**src/rtl/fetch_ctrl.sv**
```systemverilog
// Instruction fetch controller: steps the fetch PC through a combinational ROM,
// queues returned words in a small prefetch buffer and hands them to decode.
module fetch_ctrl #(
  parameter int A        = 8,
  parameter int W_INST   = 32,
  parameter int DEPTH    = 2,
  parameter int RESET_PC = 0
) (
  input  logic                       refresh_clk,
  input  logic                       reset,
  input  logic                       enable_i,
  output logic [A-1:0]               rom_addr_o,
  input  logic [W_INST-1:0]          rom_data_i,
  output logic                       inst_valid_o,
  output logic [W_INST-1:0]          inst_o,
  output logic [A-1:0]               pc_o,
  input  logic                       inst_ready_i,
  input  logic                       redirect_i,
  input  logic [A-1:0]               redirect_pc_i,
  output logic [$clog2(DEPTH):0]     count_o
);

  localparam int PW = $clog2(DEPTH);
  localparam int CW = PW + 1;

  logic [A-1:0]      fetch_pc;
  logic [CW-1:0]     count;
  logic [PW-1:0]     rd_ptr;
  logic [PW-1:0]     wr_ptr;
  logic [W_INST-1:0] inst_mem [DEPTH];
  logic [A-1:0]      pc_mem   [DEPTH];

  logic pop;
  logic push;

  // A full buffer may still accept a word when the head leaves in the same cycle.
  always_comb begin
    pop  = (count != '0) & inst_ready_i;
    push = enable_i & ~redirect_i & ((count < CW'(DEPTH)) | pop);
  end

  always_ff @(posedge refresh_clk or posedge reset) begin
    if (reset) begin
      fetch_pc <= A'(RESET_PC);
      count    <= '0;
      rd_ptr   <= '0;
      wr_ptr   <= '0;
      for (int unsigned i = 0; i < DEPTH; i++) begin
        inst_mem[i] <= '0;
        pc_mem[i]   <= '0;
      end
    end else if (redirect_i) begin
      // Flush only resets bookkeeping; stale entries stay but are never valid.
      fetch_pc <= redirect_pc_i;
      count    <= '0;
      rd_ptr   <= '0;
      wr_ptr   <= '0;
    end else begin
      if (push) begin
        inst_mem[wr_ptr] <= rom_data_i;
        pc_mem[wr_ptr]   <= fetch_pc;
        wr_ptr           <= wr_ptr + 1'b1;
        fetch_pc         <= fetch_pc + 1'b1;
      end
      if (pop) begin
        rd_ptr <= rd_ptr + 1'b1;
      end
      count <= count + CW'(push) - CW'(pop);
    end
  end

  assign rom_addr_o   = fetch_pc;
  assign inst_valid_o = (count != '0);
  assign inst_o       = inst_mem[rd_ptr];
  assign pc_o         = pc_mem[rd_ptr];
  assign count_o      = count;

endmodule

```
**config.mk**
```make
export PLATFORM = sky130hd
export DESIGN_NAME = fetch_ctrl
export DESIGN_NICKNAME = d
export VERILOG_FILES = /design/src/rtl/fetch_ctrl.sv
export SDC_FILE = /design/constraint.sdc
export NUM_CORES = 1
export LEC_CHECK = 0
export CORE_MARGIN = 10
export CORE_UTILIZATION = 35
export CTS_BUF_LIST = sky130_fd_sc_hd__clkbuf_16
export DETAILED_ROUTE_END_ITERATION = 7
export DONT_BUFFER_PORTS = 1
export GPL_TIMING_DRIVEN = 0
export PLACE_DENSITY = 0.56
export RECOVER_POWER = 50
export SETUP_SLACK_MARGIN = 0.4
export SYNTH_ARGS = -nofsm -noshare
export SYNTH_HDL_FRONTEND = slang
export SYNTH_SLANG_ARGS = --single-unit
```
**constraint.sdc**
```tcl
create_clock -name refresh_clk -period 3.05 [get_ports refresh_clk]
set_clock_uncertainty 0.05 [all_clocks]
set_input_delay 0.7625 -clock refresh_clk [delete_from_list [all_inputs] [get_ports refresh_clk]]
set_output_delay 0.7625 -clock refresh_clk [all_outputs]
set_load 0.1 [all_outputs]
```
==> results of run 1 <==
-- layer usage --
metal  global-route usage  vias up  part of all wire
li1                     -     1024                 -
met1                0.128     1168              0.41
met2                0.176       65              0.48
met3               0.0608        6             0.097
met4               0.0381        0             0.010
met5                    0        -                 0
-- Yosys cell counts, types with 2 or more instances --
master    instances
nor2_1            3
xnor2_1           4
mux2_1            2
and2_1            2
inv_1             2
xor2_1            7
ha_1              3
or2_2             2
clkbuf_1          3
nand2_1           9
dfrtp_1          92
o21ai_0           7
mux2_2          119
nand3_1           4
nor2b_1           2
buf_2             8
buf_6             4
-- worst max path at each step --
stage / startpoint / to / slack [ps]
floorplan: count_o[1] / count_o[0] / 480
global placement: count_o[1] / count_o[0] / 340
detailed placement: count_o[1] / count_o[0] / 330
CTS: rd_ptr / pc_o[6] / 310
global route: count_o[1] / pc_mem[10] / 230
finish: count_o[1] / inst_valid_o / 300
-- repair_timing --
action | in CTS | in global routing
setup endpoints to repair | 42 | 37
pin swaps | 0 | 0
gates resized for setup | 15 | 7
setup buffers | 0 | 0
-- cell type report --
type | instances | share of cell area
clock buffer | 9 | 0.0483
multi-input combinational | 174 | 0.381
clock inverter | 7 | 0.0126
inverter | 2 | 0.00188
buffer | 15 | 0.0188
tap | 143 | 0.0384
timing repair buffer | 2 | 0.00536
sequential | 92 | 0.494
-- kinds of logic after synthesis --
family | after synthesis | share of synthesized area
buf+inv | 17 | 0.0251
mux | 122 | 0.332
compound gates | 7 | 0.00846
xor+xnor | 11 | 0.0233
simple gates | 31 | 0.0465
fa+ha+maj | 3 | 0.00907
flops | 92 | 0.556
-- through the flow --
step	worst slack, ps	utilization
final	297	0.405
after global routing	228	0.405
after CTS	306	0.408
after detailed placement	334	0.379
after global placement	345	0.375
after floorplan	482	-
-- cells in the final DEF, fill, tap and decap left out, drive strengths merged --
cell type	instances
and2	2
xor2	7
clkbuf	20
nand4	1
nand3	4
clkinvlp	1
ha	3
or2	2
nand2	10
xnor2	4
dfrtp	92
mux2i	1
buf	6
inv	4
nor2	3
nor4	1
o21ai	7
bufinv	1
clkinv	3
nand2b	1
nor3	2
nor2b	2
nand4b	1
mux2	121
nor4b	1
and3	1
-- sequential cells by signal, summed over array words and instances (netlist names) --
signal      cells
pc_mem         16
inst_mem       64
rom_addr_o      8
count_o         2
wr_ptr          1
rd_ptr          1
==> summary.md, run 1 <==
| Metric | Value |
|---|---|
| Outcome | `finished clean` |
| Syn Inst Count | `around 280` |
| Port Buffers | `0` |
| All-Layer GR Usage | `0.112` |
| Synth unique cells | `27` |
| Synth async-reset ratio | `1.00` |
| Upper clock frequency limit | `between 300 and 400 MHz` |
| Area of the multi-input gates | `1780 um2` |
| Avg WL per Cell | `between 20 and 25 um` |
| Clk buf depth | `2` |
| First-pass GRT wire length | `14,000 um` |
| Crit start category | `register` |
| Syn Nets | `around 330` |
| Primary FF master, synth | `dfrtp_1` |
| Vias in the first global route | `2,422` |
| Layout Nets | `344` |
| GP Congestion | `between 0.6 and 0.7` |
| Register bit total from synthesis | `slightly above 90` |
| Max Slew Vio Count | `0` |
| Inst Count DP | `between 400 and 500` |
| Final Instance Area | `roughly 4700 um2` |
| Worst reg2reg startpoint | `count_o[1]` |
| DP Wirelength | `approximately 6600 um` |
| Drt initial violations | `a little under 60` |
| Worst EP arrival | `just under 2000 ps` |
| Fillcell total | `~1,100` |
| R2R setup slack | `roughly 380 ps` |
| Crit path depth | `1` |
| Core ar. | `approximately 12,000 um2` |
| Min-Delay Path Class | `reg2reg` |
| Hold Buf Count CTS | `0` |
| Die Y-Extent | `between 100 and 150 um` |
| Syn avg cell area | `between 10 and 15 um2` |
| Hold Path End | `inst_mem[50]` |
| WP buf/inv | `0` |
| Setup tns final | `0 ps` |
| # H-tree levels | `3` |
| Share of post-route cells with drive strength above 1 | `0.502` |
| Post-DP Area | `approximately 4400 um2` |
| Area Growth Syn to Fin | `12.7%` |
| Final setup violation count | `0` |
| Skew-Pair Late Insertion Delay | `~340 ps` |
| Syn Std Cell Area | `4140 um2` |
| CP max-delay cell | `dfrtp_1` |
| Period utilization | `0.903` |
| I/O Pins | `96` |
| CTS root buf | `clkbuf_16` |
| Initial Utilization | `0.360` |
| First drt pass iteration count | `4` |
| Slew of the pin with the lowest slew margin | `1250 ps` |
| Remaining DRCs | `0` |
| Diodes inserted | `0` |
| Minimum period implied by the final worst setup slack | `2750 ps` |
| Register area share after synthesis | `0.556` |
| Vias after detailed routing | `around 2,300` |
| CTS Buf Count | `9` |
| Worst-path cell chain | `or2_2` |
| Die area | `roughly 17,000 um2` |
| Min-Delay Path Depth | `1` |
| Routed Antenna Nets | `0` |
| Via/cell ratio | `between 5 and 6` |
| RSZ-0062 raised after global routing | `true` |
| Storage cell area | `between 2000 and 2500 um2` |
| Ys Warns | `0` |
| Critical path peak fanout | `5` |
| R2R cell count | `6` |
| Row Count | `39` |
| Worst hold path startpoint | `inst_mem[50]` |
| CP required | `2240 ps` |
| Post-synth top area cell | `dfrtp_1` |
| Capturing point of the worst reg2reg path | `count_o[0]` |
| Die width | `129 um` |
| Cell Count, Final, Fillers Out | `444` |
| Worst Setup End Kind | `output pin` |
| Clk sinks | `between 90 and 100` |
| Worst-path clk slew | `roughly 60 ps` |
| CTS tree | `done` |
| Share of the synthesized area in the top cell type | `0.556` |
| Hold Vio Cnt, Final | `0` |
| Largest net degree at the start of global routing | `42` |
| Number of max-cap violations | `0` |
| Min Hold Slack | `around 440 ps` |
| DRT Wirelength | `~9000 um` |
| Final global-route overflow total | `0` |
| Critical path's largest stage delay | `1000 ps` |
| Max_slew headroom | `0.162` |
| EDFF count, synth | `0` |
| Critical path class | `reg2out` |
| CP delay by family, top | `flip-flops` |
| Top cells by area, synth | `dfrtp_1 (56%), mux2_2 (32%), xor2_1 (1.5%), buf_6 (1.1%), buf_2 (0.97%)` |
| Initial antenna violation count | `0` |
Power of run 1 is left out: the tool's default activity adds up to more than one toggle a clock period on the data nets, which glitch-free logic cannot reach.
==> run 2, diff against run 1 <==
Settings changed: ABC_AREA from default to 1, PLACE_DENSITY 0.56 to 0.5, RECOVER_POWER 50 to 100.
==> summary.md, run 2 <==
| Metric | Value |
|---|---|
| Outcome | `finished clean` |
| Minimum period implied by the final worst setup slack | `2740 ps (-16.5 ps)` |
| Critical path startpoint | `rd_ptr` |
| Crit start category | `register` |
| Syn avg cell area | `7.91 um2 (-46%)` |
| Vias after detailed routing | `3,517 (+55%)` |
| Final global-route overflow total | `0 (unchanged)` |
| All-Layer GR Usage | `0.144 (+0.0313)` |
| # H-tree levels | `3 (unchanged)` |
| Vias in the first global route | `3,522 (+45%)` |
| Worst EP arrival | `1920 ps (-20 ps)` |
| Post-synth top area cell | `dfrtp_1` |
| Worst-path clk slew | `60 ps (about the same)` |
| DP Wirelength | `8490 um (+28%)` |
| Synth cell count leaders | `nand2_1 (191), o21ai_0 (120), dfrtp_1 (92)` |
| Min-Delay Path Class | `in2async` |
| First-pass GRT wire length | `19,100 um (+36%)` |
| Worst setup path endpoint | `pc_o[3]` |
| Number of max-cap violations | `0 (unchanged)` |
| Register area share after synthesis | `0.538 (-0.0180)` |
| Top-count cell post-synth | `nand2_1` |
| CTS Buf Count | `9 (unchanged)` |
| I/O Pins | `96 (unchanged)` |
| Primary FF master, synth | `dfrtp_1` |
| First drt pass iteration count | `4 (unchanged)` |
| Clk sinks | `92 (unchanged)` |
| Top cells by area, synth | `dfrtp_1 (54%), nand2_1 (17%), o21ai_0 (14%), inv_1 (5.3%), nand3_1 (2.5%)` |
| Syn Std Cell Area | `4280 um2 (+3.4%)` |
| Hold Vio Cnt, Final | `0 (unchanged)` |
| Core ar. | `12,000 um2 (+4.3%)` |
| Hold Buf Count CTS | `0 (unchanged)` |
| Capturing point of the worst reg2reg path | `count_o[1]` |
| Share of the synthesized area in the top cell type | `0.538 (-0.0180)` |
| Max FFs per register | `64 (unchanged)` |
| Largest Register | `inst_mem` |
| Synth unique cells | `22 (-19%)` |
| Routed Antenna Nets | `0 (unchanged)` |
| Worst reg2reg startpoint | `count_o[1]` |
| Synth async-reset ratio | `1.00 (unchanged)` |
| Syn Inst Count | `541 (+91%)` |
| Initial antenna violation count | `0 (unchanged)` |
| Register bit total from synthesis | `92 (unchanged)` |
| CTS tree | `done` |
| Worst Setup End Kind | `output pin` |
| Slew of the pin with the lowest slew margin | `1090 ps (-160 ps)` |
| Drt initial violations | `239 (+310%)` |
| RSZ-0062 raised after global routing | `true` |
| Max Slew Vio Count | `0 (unchanged)` |
| Syn Nets | `589 (+78%)` |
| Layout Nets | `602 (+75%)` |
| CTS root buf | `clkbuf_16` |
| Skew-Pair Late Insertion Delay | `340 ps (about the same)` |
| Clk buf depth | `2 (unchanged)` |
| Ys Warns | `0 (unchanged)` |
| Port Buffers | `0 (unchanged)` |
| R2R cell count | `9 (+3)` |
| Critical path class | `reg2out` |
| Die width | `131 um (+1.4%)` |
| DRT Wirelength | `12,000 um (+32%)` |
| Upper clock frequency limit | `365 MHz (+0.60%)` |
| GP Congestion | `0.796 (+16%)` |
| R2R setup slack | `390 ps (about the same)` |
| EDFF count, synth | `0 (unchanged)` |
| Row Count | `40 (+2.6%)` |
| Remaining DRCs | `0 (unchanged)` |
| Area Growth Syn to Fin | `20.9%` |
| Max_slew headroom | `0.273 (+0.111)` |
| Commonest cells after routing, fill and taps aside | `nand2_1 (190), dfrtp_1 (92), o21ai_0 (82)` |
| Most common cell after layout, fill and taps aside | `nand2_1` |
| Via/cell ratio | `5.01 (-1.7%)` |
| Diodes inserted | `0 (unchanged)` |
| Avg WL per Cell | `17.0 um (-16%)` |
| Util after Layout | `0.431 (+0.0256)` |
| Critical path peak fanout | `10 (+5)` |
| Die Y-Extent | `131 um (+1.4%)` |
| Final setup violation count | `0 (unchanged)` |
| Initial Utilization | `0.356 (-0.00327)` |
| Period utilization | `0.897 (-0.00540)` |
| Die area | `17,000 um2 (+2.8%)` |
| Share of post-route cells with drive strength above 1 | `0.135 (-0.367)` |
| Largest net degree at the start of global routing | `41 (-2.4%)` |
| CP required | `2240 ps (about the same)` |
| Setup bufs post-CTS | `0 (unchanged)` |
## run 2: cell types whose count changed in the layout (fill, tap and decap cells not counted), moves of 16 or more
cell / change
o21ai_4: +40
mux2_2: -103
inv_1: +58
nand2_1: +180
nand3_1: +17
o21ai_0: +75
mux2_4: -16
## run 2: worst min path at each step
stage | from | to | slack [ps]
global route | inst_mem[17] | inst_mem[17] | 480
floorplan | inst_mem[0] | inst_mem[0] | 410
finish | reset | inst_mem[40] | 440
detailed placement | inst_mem[20] | inst_mem[20] | 440
global placement | inst_mem[24] | inst_mem[24] | 430
CTS | reset | inst_mem[40] | 290
## run 2: layer usage
metal  vias to the layer above  global-route usage  wire length, um
met3                        12              0.0451              838
met1                      1692               0.183             5410
li1                       1728                   -                -
met5                         -                   0                0
met2                        85               0.225             5550
met4                         0              0.0517              167
## run 2: what timing repair did
item,CTS,global route
endpoints found under the hold margin,0,0
setup endpoints to repair,41,30
pin swaps,33,3
gates resized for setup,54,5
## run 2: logic make-up (layout without fill, tap and decap cells)
group | Yosys count | in the layout | synth area share
compound gates | 127 | 127 | 0.151
xor+xnor | 1 | 1 | 0.00205
fa+ha+maj | 3 | 3 | 0.00877
buf+inv | 93 | 107 | 0.0883
flops | 92 | 92 | 0.538
simple gates | 225 | 225 | 0.212
## run 2: layout make-up
cell class / instances / area (um2)
inverter: 61 / 230
buffer: 32 / 159
clock inverter: 3 / 11.3
sequential: 92 / 2300
multi-input combinational: 356 / 2040
clock buffer: 9 / 225
tap: 147 / 184
fill: 1228 / 6840
timing repair buffer: 2 / 25.0
## run 2: worst max-delay path, cell delays in order (launching register included)
cell and delay [ps]:
dfrtp_1 360, clkbuf_1 260, buf_4 320, o21ai_4 630
## run 2: per-stage QoR
stage	hold slack, ps	area, um2	cells	worst slack (ps)	setup TNS (ps)
2_1_floorplan	415	4290	541	181	0
3_3_place_gp	429	4470	688	-162	-3860
5_1_grt	485	5170	702	202	0
3_5_place_dp	437	4660	690	273	0
6_report	439	5170	702	314	0
4_1_cts	294	5220	702	369	0
Power of run 2 is left out for the same reason.
==> run 3, diff against run 2 <==
Settings changed: ABC_AREA 1 to default.
==> summary.md, run 3 (synthesis results as in run 1) <==
| Metric | Value |
|---|---|
| Period utilization | `0.907 (+0.00983)` |
| Die width | `129 um (-1.4%)` |
| Vias in the first global route | `2,500 (-29%)` |
| DRT Wirelength | `9100 um (-24%)` |
| Post-cts sizing count | `10 (-81%)` |
| GP Congestion | `0.693 (-13%)` |
| Setup bufs post-CTS | `0 (unchanged)` |
| CP required | `2240 ps (about the same)` |
| # H-tree levels | `3 (unchanged)` |
| Final global-route overflow total | `0 (unchanged)` |
| Min Hold Slack | `442 ps (+2.76 ps)` |
| Number of max-cap violations | `0 (unchanged)` |
| Largest net degree at the start of global routing | `34 (-17%)` |
| Core ar. | `11,500 um2 (-4.1%)` |
| Outcome | `finished clean` |
| Share of post-route cells with drive strength above 1 | `0.492 (+0.357)` |
| Remaining DRCs | `0 (unchanged)` |
| Capturing point of the worst reg2reg path | `inst_mem[24]` |
| Skew-Pair Late Insertion Delay | `340 ps (about the same)` |
| Min-Delay Path Depth | `1` |
| Worst Setup End Kind | `output pin` |
| CP max-delay cell | `dfrtp_1` |
| Max_slew headroom | `0.117 (-0.156)` |
| CTS Buf Count | `9 (unchanged)` |
| Worst-path cell chain | `or2_2` |
| Worst reg2reg startpoint | `count_o[1]` |
| Critical path peak fanout | `5 (-5)` |
| Clk buf depth | `2 (unchanged)` |
| Final setup violation count | `0 (unchanged)` |
| Commonest cells after routing, fill and taps aside | `mux2_2 (113), dfrtp_1 (92), nand2_1 (10)` |
| Die Y-Extent | `129 um (-1.4%)` |
| CP delay by family, top | `flip-flops` |
| Inst Count DP | `428 (-38%)` |
| Largest Register | `inst_mem` |
| RSZ-0062 raised after global routing | `true` |
| Max FFs per register | `64 (unchanged)` |
| Setup tns final | `0 ps (unchanged)` |
| Critical path's largest stage delay | `1010 ps (+380 ps)` |
| CTS root buf | `clkbuf_16` |
| R2R setup slack | `310 ps (-80 ps)` |
| DP Wirelength | `6650 um (-22%)` |
| Via/cell ratio | `5.11 (+1.9%)` |
| All-Layer GR Usage | `0.114 (-0.0296)` |
| Critical path class | `reg2out` |
| Routed Antenna Nets | `0 (unchanged)` |
| WP buf/inv | `0 (-2)` |
| Drt initial violations | `57 (-76%)` |
| Die area | `16,600 um2 (-2.8%)` |
| Crit start category | `register` |
| Diodes inserted | `0 (unchanged)` |
| Area Growth Syn to Fin | `11.6%` |
| Most common cell after layout, fill and taps aside | `mux2_2` |
| Util after Layout | `0.401 (-0.0293)` |
| Worst-path clk slew | `60 ps (about the same)` |
| Port Buffers | `0 (unchanged)` |
| Row Count | `39 (-2.5%)` |
| Initial antenna violation count | `0 (unchanged)` |
| CTS tree | `done` |
| Minimum period implied by the final worst setup slack | `2770 ps (+30.0 ps)` |
| Avg WL per Cell | `20.5 um (+20%)` |
| Hold Path End | `inst_mem[50]` |
| Cell Count, Final, Fillers Out | `444 (-37%)` |
| Worst hold path startpoint | `inst_mem[50]` |
| Initial Utilization | `0.360 (+0.00327)` |
| Upper clock frequency limit | `361 MHz (-1.1%)` |
| Min-Delay Path Class | `reg2reg` |
| First-pass GRT wire length | `14,400 um (-25%)` |
| Hold Buf Count CTS | `0 (unchanged)` |
| Worst EP arrival | `1950 ps (+30 ps)` |
| R2R cell count | `4 (-5)` |
| Hold Vio Cnt, Final | `0 (unchanged)` |
| Vias after detailed routing | `2,267 (-36%)` |
| Layout Nets | `344 (-43%)` |
| Max Slew Vio Count | `0 (unchanged)` |
| I/O Pins | `96 (unchanged)` |
| Slew of the pin with the lowest slew margin | `1320 ps (+227 ps)` |
| Clk sinks | `92 (unchanged)` |
| First drt pass iteration count | `4 (unchanged)` |
==> run 3: changes by cell type in the layout (fill, tap and decap cells not counted), moves of 5 or more <==
cell      change
nand2_1     -180
mux2_2      +113
o21ai_0      -75
inv_1        -60
o21ai_4      -40
nand3_1      -17
clkbuf_1      -9
buf_2         -7
xor2_1        +6
mux2_4        +5
==> run 3: layout make-up <==
cell class | count | area, um2
buffer | 15 | 91.3
clock buffer | 9 | 225
clock inverter | 7 | 66.3
fill | 1136 | 6890
inverter | 2 | 8.76
multi-input combinational | 174 | 1720
sequential | 92 | 2300
tap | 143 | 179
timing repair buffer | 2 | 25.0
==> run 3: stage by stage <==
stage / setup slack (ps) / cell area [um2]
2_1_floorplan: 482 / 4140
6_report: 284 / 4620
4_1_cts: 320 / 4690
3_5_place_dp: 348 / 4360
5_1_grt: 165 / 4620
3_3_place_gp: 345 / 4320
==> run 3: worst max path at each step <==
stage / start / endpoint / slack, ps / cells after the start
CTS: rd_ptr / pc_o[3] / 320 / 3
global route: count_o[1] / inst_mem[26] / 160 / 4
floorplan: count_o[1] / count_o[0] / 480 / 6
global placement: count_o[1] / count_o[0] / 340 / 6
detailed placement: count_o[1] / count_o[0] / 350 / 6
finish: count_o[1] / inst_valid_o / 280 / 1
==> run 3: metal layers <==
layer / vias to the layer above / share of wire / global-route usage
met5: - / 0 / 0
met4: 0 / 0.017 / 0.0482
met3: 12 / 0.099 / 0.0612
met2: 63 / 0.50 / 0.184
met1: 1166 / 0.39 / 0.123
li1: 1026 / - / -
Power of run 3 is left out for the same reason.
